## src/rtl/ccff_chain_loader_if.sv

```systemverilog
// rtl/ccff_chain_loader_if.sv - config word handshake, ccff chain and status bundle
// CCFF_READBACK_EN adds rb_data/rb_valid and routes ccff_tail into the loader.
interface ccff_chain_loader_if #(
  parameter int DATA_W = 8
);
  logic              start;
  logic [DATA_W-1:0] cfg_data;
  logic              cfg_valid;
  logic              cfg_ready;
  logic              ccff_head;
  logic              ccff_en;
  logic              ccff_tail;
  logic              IO_ISOL_N;
  logic              busy;
  logic              done;
`ifdef CCFF_READBACK_EN
  logic [DATA_W-1:0] rb_data;
  logic              rb_valid;

  modport slave (
    input  start, cfg_data, cfg_valid, ccff_tail,
    output cfg_ready, ccff_head, ccff_en, IO_ISOL_N, busy, done, rb_data, rb_valid
  );
  modport master (
    output start, cfg_data, cfg_valid, ccff_tail,
    input  cfg_ready, ccff_head, ccff_en, IO_ISOL_N, busy, done, rb_data, rb_valid
  );
`else
  modport slave (
    input  start, cfg_data, cfg_valid,
    output cfg_ready, ccff_head, ccff_en, IO_ISOL_N, busy, done
  );
  modport master (
    output start, cfg_data, cfg_valid, ccff_tail,
    input  cfg_ready, ccff_head, ccff_en, IO_ISOL_N, busy, done
  );
`endif
endinterface

```

## src/rtl/ccff_chain_loader.sv

```systemverilog
// rtl/ccff_chain_loader.sv - serializes config words LSB-first onto the ccff chain
// Optional chain readback of ccff_tail is enabled with CCFF_READBACK_EN.
module ccff_chain_loader #(
  parameter int CHAIN_LEN = 64,
  parameter int DATA_W    = 8,
  parameter int CNT_W     = $clog2(CHAIN_LEN + 1)
) (
  input  logic                 prog_clk,
  input  logic                 pReset,
  ccff_chain_loader_if.slave   bus
);
  localparam int REM_W = $clog2(DATA_W + 1);

  typedef enum logic [1:0] {IDLE, LOAD, SHIFT, DONE} state_e;

  state_e            state_q, state_d;
  logic [CNT_W-1:0]  bits_q, bits_d;
  logic [REM_W-1:0]  rem_q, rem_d;
  logic [DATA_W-1:0] word_q, word_d;
  logic              ready_q, ready_d;
  logic              en_q, en_d;
  logic              head_q, head_d;
  logic              iso_q, iso_d;
  logic              busy_q, busy_d;
  logic              done_q, done_d;
  logic              accept;
  logic [REM_W-1:0]  k;

  assign accept = (state_q == LOAD) && bus.cfg_valid && ready_q;
  // Bits left to send this word: a full word, or whatever the chain still needs.
  assign k = ((CHAIN_LEN - int'(bits_q)) < DATA_W) ? REM_W'(CHAIN_LEN - int'(bits_q))
                                                   : REM_W'(DATA_W);

  always_ff @(posedge prog_clk) begin
    if (pReset) state_q <= IDLE;
    else        state_q <= state_d;
  end

  always_comb begin
    state_d = state_q;
    case (state_q)
      IDLE:    if (bus.start) state_d = LOAD;
      LOAD:    if (accept) state_d = SHIFT;
      SHIFT:   if (rem_q == REM_W'(1))
                 state_d = ((int'(bits_q) + 1) == CHAIN_LEN) ? DONE : LOAD;
      DONE:    state_d = IDLE;
      default: state_d = IDLE;
    endcase
  end

  always_comb begin
    ready_d = 1'b0;
    en_d    = 1'b0;
    head_d  = 1'b0;
    done_d  = 1'b0;
    iso_d   = iso_q;
    busy_d  = (state_d != IDLE);
    bits_d  = bits_q;
    rem_d   = rem_q;
    word_d  = word_q;
    case (state_q)
      IDLE: if (bus.start) begin
        ready_d = 1'b1;
        iso_d   = 1'b0;
        bits_d  = '0;
      end
      LOAD: if (accept) begin
        en_d   = 1'b1;
        head_d = bus.cfg_data[0];
        word_d = bus.cfg_data >> 1;
        rem_d  = k;
      end else begin
        ready_d = 1'b1;
      end
      SHIFT: begin
        bits_d = bits_q + CNT_W'(1);
        rem_d  = rem_q - REM_W'(1);
        if (state_d == SHIFT) begin
          en_d   = 1'b1;
          head_d = word_q[0];
          word_d = word_q >> 1;
        end else if (state_d == DONE) begin
          done_d = 1'b1;
          iso_d  = 1'b1;
        end else begin
          ready_d = 1'b1;
        end
      end
      default: ;
    endcase
  end

  always_ff @(posedge prog_clk) begin
    if (pReset) begin
      bits_q  <= '0;
      rem_q   <= '0;
      word_q  <= '0;
      ready_q <= 1'b0;
      en_q    <= 1'b0;
      head_q  <= 1'b0;
      iso_q   <= 1'b0;
      busy_q  <= 1'b0;
      done_q  <= 1'b0;
    end else begin
      bits_q  <= bits_d;
      rem_q   <= rem_d;
      word_q  <= word_d;
      ready_q <= ready_d;
      en_q    <= en_d;
      head_q  <= head_d;
      iso_q   <= iso_d;
      busy_q  <= busy_d;
      done_q  <= done_d;
    end
  end

  assign bus.cfg_ready = ready_q;
  assign bus.ccff_en   = en_q;
  assign bus.ccff_head = head_q;
  assign bus.IO_ISOL_N = iso_q;
  assign bus.busy      = busy_q;
  assign bus.done      = done_q;

`ifdef CCFF_READBACK_EN
  logic [DATA_W-1:0] rb_acc_q, rb_data_q, rb_word;
  logic [REM_W-1:0]  rb_idx_q;
  logic              rb_valid_q;

  // rem_q==1 on an enabled cycle marks the last bit of a word, full or partial.
  assign rb_word = rb_acc_q | (DATA_W'(bus.ccff_tail) << rb_idx_q);

  always_ff @(posedge prog_clk) begin
    if (pReset) begin
      rb_acc_q   <= '0;
      rb_data_q  <= '0;
      rb_idx_q   <= '0;
      rb_valid_q <= 1'b0;
    end else begin
      rb_valid_q <= 1'b0;
      if (en_q) begin
        if (rem_q == REM_W'(1)) begin
          rb_data_q  <= rb_word;
          rb_valid_q <= 1'b1;
          rb_acc_q   <= '0;
          rb_idx_q   <= '0;
        end else begin
          rb_acc_q <= rb_word;
          rb_idx_q <= rb_idx_q + REM_W'(1);
        end
      end
    end
  end

  assign bus.rb_data  = rb_data_q;
  assign bus.rb_valid = rb_valid_q;
`endif
endmodule

```

## src/flat_wrapper.sv

```systemverilog
// flat-port wrapper written by rule: the top's interface ports become plain ports
module ccff_chain_loader_flat 
#(
  parameter int CHAIN_LEN = 64,
  parameter int DATA_W    = 8,
  parameter int CNT_W     = $clog2(CHAIN_LEN + 1)
)
  (prog_clk, pReset, bus_start, bus_cfg_data, bus_cfg_valid, bus_cfg_ready, bus_ccff_head, bus_ccff_en, bus_IO_ISOL_N, bus_busy, bus_done);
  ccff_chain_loader_if #(.DATA_W(DATA_W)) bus_i ();
  input  logic prog_clk;
  input  logic pReset;
  input wire logic [$bits(bus_i.start)-1:0] bus_start;
  input wire logic [$bits(bus_i.cfg_data)-1:0] bus_cfg_data;
  input wire logic [$bits(bus_i.cfg_valid)-1:0] bus_cfg_valid;
  output wire logic [$bits(bus_i.cfg_ready)-1:0] bus_cfg_ready;
  output wire logic [$bits(bus_i.ccff_head)-1:0] bus_ccff_head;
  output wire logic [$bits(bus_i.ccff_en)-1:0] bus_ccff_en;
  output wire logic [$bits(bus_i.IO_ISOL_N)-1:0] bus_IO_ISOL_N;
  output wire logic [$bits(bus_i.busy)-1:0] bus_busy;
  output wire logic [$bits(bus_i.done)-1:0] bus_done;
  assign bus_i.start = bus_start;
  assign bus_i.cfg_data = bus_cfg_data;
  assign bus_i.cfg_valid = bus_cfg_valid;
  assign bus_cfg_ready = bus_i.cfg_ready;
  assign bus_ccff_head = bus_i.ccff_head;
  assign bus_ccff_en = bus_i.ccff_en;
  assign bus_IO_ISOL_N = bus_i.IO_ISOL_N;
  assign bus_busy = bus_i.busy;
  assign bus_done = bus_i.done;
  ccff_chain_loader #(.CHAIN_LEN(CHAIN_LEN), .DATA_W(DATA_W), .CNT_W(CNT_W)) u_core (.prog_clk(prog_clk), .pReset(pReset), .bus(bus_i));
endmodule
```

## config.mk

```make
export PLATFORM = sky130hd
export DESIGN_NAME = ccff_chain_loader_flat
export DESIGN_NICKNAME = d
export VERILOG_FILES = /design/src/rtl/ccff_chain_loader_if.sv /design/src/rtl/ccff_chain_loader.sv /design/src/flat_wrapper.sv
export SDC_FILE = /design/constraint.sdc
export NUM_CORES = 1
export LEC_CHECK = 0
export ABC_AREA = 1
export BUFFER_PORTS_ARGS = -buffer_cell sky130_fd_sc_hd__buf_2
export CAP_MARGIN = 20
export CORE_UTILIZATION = 30
export CTS_CLUSTER_SIZE = 40
export DETAILED_ROUTE_END_ITERATION = 8
export MAX_ROUTING_LAYER = met4
export PLACE_DENSITY_LB_ADDON = 0.12
export SYNTH_ARGS = -nofsm -noshare
export SYNTH_HDL_FRONTEND = slang
export SYNTH_SLANG_ARGS = --single-unit
```

## constraint.sdc

```tcl
create_clock -name prog_clk -period 5.8 [get_ports prog_clk]
set_clock_uncertainty 0.05 [all_clocks]
set_input_delay 1.16 -clock prog_clk [delete_from_list [all_inputs] [get_ports prog_clk]]
set_output_delay 1.16 -clock prog_clk [all_outputs]
set_load 0.01 [all_outputs]
```

==> metrics.md, run 1 <==
| Metric | Value |
|---|---|
| Status | `finished clean` |
| Hold_ws | `407 ps` |
| Hold-fix buffers at CTS | `0` |
| DRC viols | `0` |
| EDFF count, synth | `0` |
| Post-CTS sizing | `0` |
| # H-tree levels | `1` |
| CTS Buf Count | `3` |
| Cell Area, Placed | `1720 µm²` |
| CTS Sinks | `26` |
| Worst vdd ir | `0.000136 V` |
| Slew Limit Headroom | `58.8%` |
| Arrival time worst endpoint | `2450 ps` |
| Min-Delay Path Class | `flop to flop` |
| Main combinational cell family by area after synthesis | `simple AND/OR/NAND/NOR gates` |
| Vias post-DR | `1444` |
| Area grow syn2layout | `12.7%` |
| Clock latency on the worst-skew pair | `270 ps` |
| FF+latch area | `520 µm²` |
| Final core occ | `35.0%` |
| WL per Instance | `10.5 µm` |
| Critical Path RT | `5930 ps` |
| Hold violation count in the final report | `0` |
| Largest net degree at the start of global routing | `23` |
| Slowest cell on the critical path | `o211ai_1` |
| GR Util All Layers | `13.7%` |
| Avg Inst Size Synth | `6.56 µm²` |
| Final Setup Violations | `0` |
| Buffers added on ports | `17` |
| RePlAce Congestion | `0.751` |
| Number of antenna violations at the first check in global routing | `0` |
| Synth warn | `0` |
| Detail Route Antenna Nets | `0` |
| Post-Syn Area | `1590 µm²` |
| Period utilization | `40.1%` |
| Post-synth net total | `263` |
| Final-report max-slew violation count | `0` |
| Mapped Cells | `242` |
| CP Max Fanout | `13` |
| Adder-Cell Fraction of Synth Area | `7.10%` |
| DP Wirelength | `2520 µm` |
| Drt total wl | `3420 µm` |
| Most used cell, CP | `nand2_1` |
| Synth top area share | `32.8%` |
| Vias in the first global route | `1301` |
| CTS clock-pin slew for the worst setup and hold paths | `100 ps` |
| Design area | `1790 µm²` |
| Layout fillers | `572` |
| Drt pass-1 iters | `4` |
| Post-CTS Setup Bufs | `0` |
| DIE AREA | `5580 µm²` |
| CP Class | `primary input to flop` |
| Post-synth top area cell | `dfxtp_1` |
| Worst Hold Path EP | `u_core.bus.IO_ISOL_N` |
| Measured slew at the worst slew-check pin | `617 ps` |
| Initial Util | `31.1%` |
| Top cells by area in the synthesized netlist | `dfxtp_1 33%, nand2_1 15%, inv_1 7.8%` |
| Worst r2r path cells | `11` |
| CORE AREA | `5110 µm²` |
| Hold path depth | `2` |
| Xor-xnor portion of the synthesized cell area | `1.10%` |
| Setup crit start kind | `primary input` |
| Worst r2r src | `u_core.state_q[0]` |
| Setup TNS | `0 ps` |
| Reg2reg end | `u_core.word_q[4]` |
| First-pass GRT wire length | `5730 µm` |
| Sequential area share after synthesis | `32.8%` |
| Row Count | `26` |
| First DRT Iteration DRCs | `95` |
| TritonCTS clock tree | `yes` |
| Fmax | `0.430 GHz` |
| Tmin final | `2320 ps` |
| Max Root-Sink Buffers | `2` |
| Post-synthesis compound-gate area fraction | `14.1%` |
| #FFs+latches synth | `26` |
| Commonest cells in the netlist | `62 x nand2_1, 33 x inv_1, 26 x dfxtp_1` |
| Count leader, synth | `nand2_1` |
| Number of distinct library cells after synthesis | `29` |
| Die H | `74.7 µm` |
| Die X | `74.7 µm` |
| Leak | `0.814 nW` |
| Synth Area in Simple Gates | `33.7%` |
| Most common flop cell mapped by yosys | `dfxtp_1` |
| Worst Min Path Start | `u_core.bus.IO_ISOL_N` |
| RSZ-0062 raised after global routing | `no` |
| R2R setup slack | `3550 ps` |
| CTS root buffer | `clkbuf_8` |
| GRT Residual Overflow | `0` |
| Area of the multi-input gates | `888 µm²` |
| Max Cap Viol | `0` |
| Post-synthesis mux area share | `0%` |
| ANT cells | `0` |
| Layout net count | `278` |
| Top-level I/O count | `18` |
| Share of layout cells above drive strength 1 | `15.2%` |
| Nature of the critical path endpoint | `flop` |
| Pwr/cell area | `430 nW/µm²` |
| Critical path's largest stage delay | `190 ps` |
| Asr flop ratio synth | `0%` |
| Avg Vias per Cell | `4.43` |
| Critical Path, Cell by Cell | `buf_2 -> nand3_1 -> inv_1 -> nor2_1 -> nor2_1 -> nand2_1 -> nand2_1 -> o211ai_1 -> inv_1 -> nand2_4 -> nand2_1 -> nand2_1 -> nor2_1` |
## state kept, by name, indices dropped and copies added, names as in the netlist
signal	cells
u_core.bits_q	7
u_core.word_q	7
u_core.rem_q	4
u_core.state_q	2
u_core.bus.IO_ISOL_N	1
u_core.bus.busy	1
u_core.bus.ccff_en	1
u_core.bus.ccff_head	1
u_core.bus.cfg_ready	1
u_core.bus.done	1
## cell type report
| cell class | instances | area share [%] |
|---|---|---|
| Clock buffer | 3 | 2.31 |
| Multi-Input combinational cell | 173 | 49.7 |
| Tap cell | 70 | 4.90 |
| Clock inverter | 1 | 1.68 |
| Sequential cell | 26 | 29.1 |
| Inverter | 36 | 7.56 |
| Timing Repair Buffer | 17 | 4.76 |
## metal layers
metal  GRT usage [%]  up-vias  wire (µm)  share of wire, %
met3            2.01        2         92               2.7
met1            18.8      634       1780                52
met2            20.7       18       1520                44
met4            4.40        0         29              0.85
li1                -      790          -                 -
met5               -        -          0                 0
## worst max-delay path by stage
stage,endpoint,cells past startpoint,start
after floorplan,u_core.word_q[3],13,bus_cfg_valid
after global placement,u_core.word_q[2],13,bus_cfg_valid
after detailed placement,u_core.word_q[0],13,bus_cfg_valid
after CTS,u_core.word_q[1],13,bus_cfg_valid
after global routing,u_core.word_q[0],12,u_core.state_q[0]
final,u_core.word_q[1],13,bus_cfg_valid
## metrics by stage
| step | setup WS (ps) | cells | total power [mW] |
|---|---|---|---|
| floorplan | 3430 | 242 | 0.558 |
| global placement | 3250 | 322 | 0.626 |
| detailed placement | 3210 | 322 | 0.620 |
| CTS | 3500 | 326 | 0.777 |
| global route | 3250 | 326 | 0.845 |
| finish | 3480 | 326 | 0.769 |
## cells by family after synthesis
| group | Yosys count |
|---|---|
| AO/OA/AOI/OAI | 40 |
| AND/OR/NAND/NOR | 122 |
| flip-flops | 26 |
| adder cells (fa/ha/maj) | 9 |
| XOR/XNOR | 2 |
| buffers and inverters | 43 |
## layout by cell type (no fill, tap or decap)
cell type | netlist | routed
a31oi_1 | 2 | 2
o21ai_2 | 1 | 1
nand4_1 | 3 | 3
nand2_4 | 1 | 1
o21bai_1 | 1 | 1
nand3_1 | 15 | 15
inv_2 | 2 | 2
a21oi_1 | 17 | 17
o211ai_1 | 4 | 4
clkinv_1 | 1 | 1
nor2_2 | 4 | 4
clkbuf_8 | 0 | 3
bufinv_16 | 0 | 1
nor2_1 | 25 | 25
inv_1 | 33 | 33
xor2_1 | 2 | 2
o21ai_0 | 13 | 13
ha_1 | 9 | 9
nand2_2 | 8 | 8
nor4_1 | 1 | 1
buf_2 | 1 | 17
dfxtp_1 | 26 | 26
nand2_1 | 62 | 62
a211oi_1 | 2 | 2
or2_2 | 1 | 1
nand3_2 | 1 | 1
nor3_1 | 1 | 1
## power by group
| part | internal (mW) | leakage, nW | switching, mW |
|---|---|---|---|
| combinational | 0.120 | 0.566 | 0.242 |
| clock | 0.0923 | 0.0357 | 0.0617 |
| sequential | 0.227 | 0.212 | 0.0261 |
| total | 0.439 | 0.814 | 0.330 |
## critical path, delay by kind of cell
| family | cells | cell delay, ps |
|---|---|---|
| AND/OR/NAND/NOR | 9 | 830 |
| AO/OA/AOI/OAI | 1 | 190 |
| buffers and inverters | 3 | 270 |
Note: power is estimated with default switching activity, not from simulation.
==> inputs of run 2 (changes only) <==
Clock period 5.8 ns to 2.1 ns, I/O delays scaled along.
==> metrics.md, run 2 (synthesis results as in run 1) <==
| Metric | Value |
|---|---|
| Nature of the critical path endpoint | `flop` |
| Sequential power share | `32.6% (-0.3 points)` |
| Int Pwr | `1.19 mW (+170%)` |
| Buffers added on ports | `17 (unchanged)` |
| Avg Vias per Cell | `4.47 (+0.85%)` |
| CTS clock-pin slew for the worst setup and hold paths | `90 ps (about the same)` |
| Vias post-DR | `1501 (+3.9%)` |
| Most common cell after layout, fill and taps aside | `nand2_1` |
| Drt pass-1 iters | `4 (unchanged)` |
| First-pass GRT wire length | `6240 µm (+8.9%)` |
| Top-level I/O count | `18 (unchanged)` |
| Worst r2r path cells | `14 (+3)` |
| Clk pwr share | `13.3% (-6.7 points)` |
| Pwr/cell area | `1150 nW/µm² (+170%)` |
| Worst vdd ir | `0.000362 V (+170%)` |
| Leak | `0.848 nW (+4.2%)` |
| Fmax | `0.515 GHz` |
| Setup TNS | `0 ps (unchanged)` |
| Critical Path RT | `2220 ps (-3710 ps)` |
| GRT Residual Overflow | `0 (unchanged)` |
| Number of antenna violations at the first check in global routing | `0 (unchanged)` |
| Hold-fix buffers at CTS | `0 (unchanged)` |
| Max Cap Viol | `0 (unchanged)` |
| CP Class | `flop to flop` |
| Max Root-Sink Buffers | `2 (unchanged)` |
| CP Max Fanout | `7 (-6)` |
| CTS root buffer | `clkbuf_8` |
| CTS Sinks | `26 (unchanged)` |
| Area grow syn2layout | `17.4%` |
| Total power | `2.13 mW (+180%)` |
| Die X | `74.7 µm (unchanged)` |
| Largest net degree at the start of global routing | `15 (-35%)` |
| CORE AREA | `5110 µm² (unchanged)` |
| RePlAce Congestion | `0.823 (+9.7%)` |
| Detail Route Antenna Nets | `0 (unchanged)` |
| RSZ-0062 raised after global routing | `no` |
| Status | `finished clean` |
| DIE AREA | `5580 µm² (unchanged)` |
| Clock latency on the worst-skew pair | `270 ps (about the same)` |
| GR Util All Layers | `14.8% (+1.1 points)` |
| # H-tree levels | `1 (unchanged)` |
| Final Setup Violations | `0 (unchanged)` |
| Most frequent cells in the layout | `62 x nand2_1, 33 x inv_1, 24 x dfxtp_1` |
| Die H | `74.7 µm (unchanged)` |
| CTS Buf Count | `3 (unchanged)` |
| Drt total wl | `3690 µm (+7.9%)` |
| PnR worst setup slack | `160 ps (-3320 ps)` |
| Hold path depth | `3 (+1)` |
| Initial Util | `31.1% (unchanged)` |
| First DRT Iteration DRCs | `93 (-2.1%)` |
| Final-report max-slew violation count | `0 (unchanged)` |
| Share of layout cells above drive strength 1 | `20.7% (+5.4 points)` |
| DRC viols | `0 (unchanged)` |
| Psw | `945 µW (+190%)` |
| Sw Ratio | `44.3% (+1.4 points)` |
| Tmin final | `1940 ps` |
| ANT cells | `0 (unchanged)` |
| Largest regs | `u_core.bits_q: 7 flops, u_core.word_q: 7 flops, u_core.rem_q: 4 flops` |
| Measured slew at the worst slew-check pin | `398 ps (-219 ps)` |
| WL per Instance | `11.0 µm (+4.7%)` |
| TritonCTS clock tree | `yes` |
| Worst slack at placement | `98.4 ps (-3110 ps)` |
| Layout net count | `289 (+4.0%)` |
| Comb power frac | `54.0% (+7.0 points)` |
| Vias in the first global route | `1358 (+4.4%)` |
| DP Wirelength | `2740 µm (+8.7%)` |
| Hold violation count in the final report | `0 (unchanged)` |
| Min-Delay Path Class | `primary input to flop` |
| Row Count | `26 (unchanged)` |
| Slew Limit Headroom | `73.5% (+15 points)` |
| Setup crit start kind | `flop` |
| Arrival time worst endpoint | `2060 ps (-390 ps)` |
| Period utilization | `92.4%` |
[run 2: path summary, 6_finish.rpt]
check                                          start              endpoint  slack, ps
worst min register to register  u_core.bus.IO_ISOL_N  u_core.bus.IO_ISOL_N        410
worst min-delay path                 bus_cfg_data[0]  u_core.bus.ccff_head        360
worst max-delay path                u_core.bits_q[0]      u_core.word_q[4]        160
worst max register to register      u_core.bits_q[0]      u_core.word_q[4]        160
[run 2: critical path, stage by stage (launching register included)]
cell      delay, ps
dfxtp_1         380
buf_4           180
nand3_1         100
o21bai_1        140
nand2_1          80
nor2_1          140
nand2_1          80
nand2_1          50
nand2_1          50
nand2_1          60
nand2_2          90
nand2_2         140
nand2_2         120
nor2_1          130
nor2_2           50
[run 2: through the flow]
stage	hold WS (ps)	std cells	instance area [µm²]	util, %
after floorplan	393	242	1590	-
after global placement	402	332	1790	35.1
after detailed placement	398	332	1790	35.1
after CTS	355	335	1830	35.9
after global routing	355	336	1860	36.5
final	358	336	1860	36.5
[run 2: metal layers]
metal,vias up,track usage [%],routed length (µm)
met5,-,-,0
met4,0,4.40,27
met3,2,2.01,140
met2,18,21.7,1590
met1,669,21.0,1930
li1,812,-,-
[run 2: layout make-up]
class	count	area, µm²
Sequential cell	26	523
Fill cell	571	3250
Timing Repair Buffer	27	160
Inverter	36	135
Tap cell	70	87.6
Multi-Input combinational cell	174	915
Clock buffer	3	41.3
[run 2: power groups by stage]
stage | sequential (mW) | combinational (mW) | clock, mW
final | 0.696 | 1.15 | 0.285
after global routing | 0.714 | 1.32 | 0.323
after CTS | 0.693 | 1.14 | 0.304
after detailed placement | 0.705 | 1.13 | 0
after global placement | 0.701 | 1.15 | 0
after floorplan | 0.706 | 0.834 | 0
[run 2: what timing repair did]
item                                    in CTS  in global routing
gates resized for setup                      0                  7
endpoints found under the setup margin       0                  8
hold endpoints to repair                     0                  0
buffers inserted                             0                  0
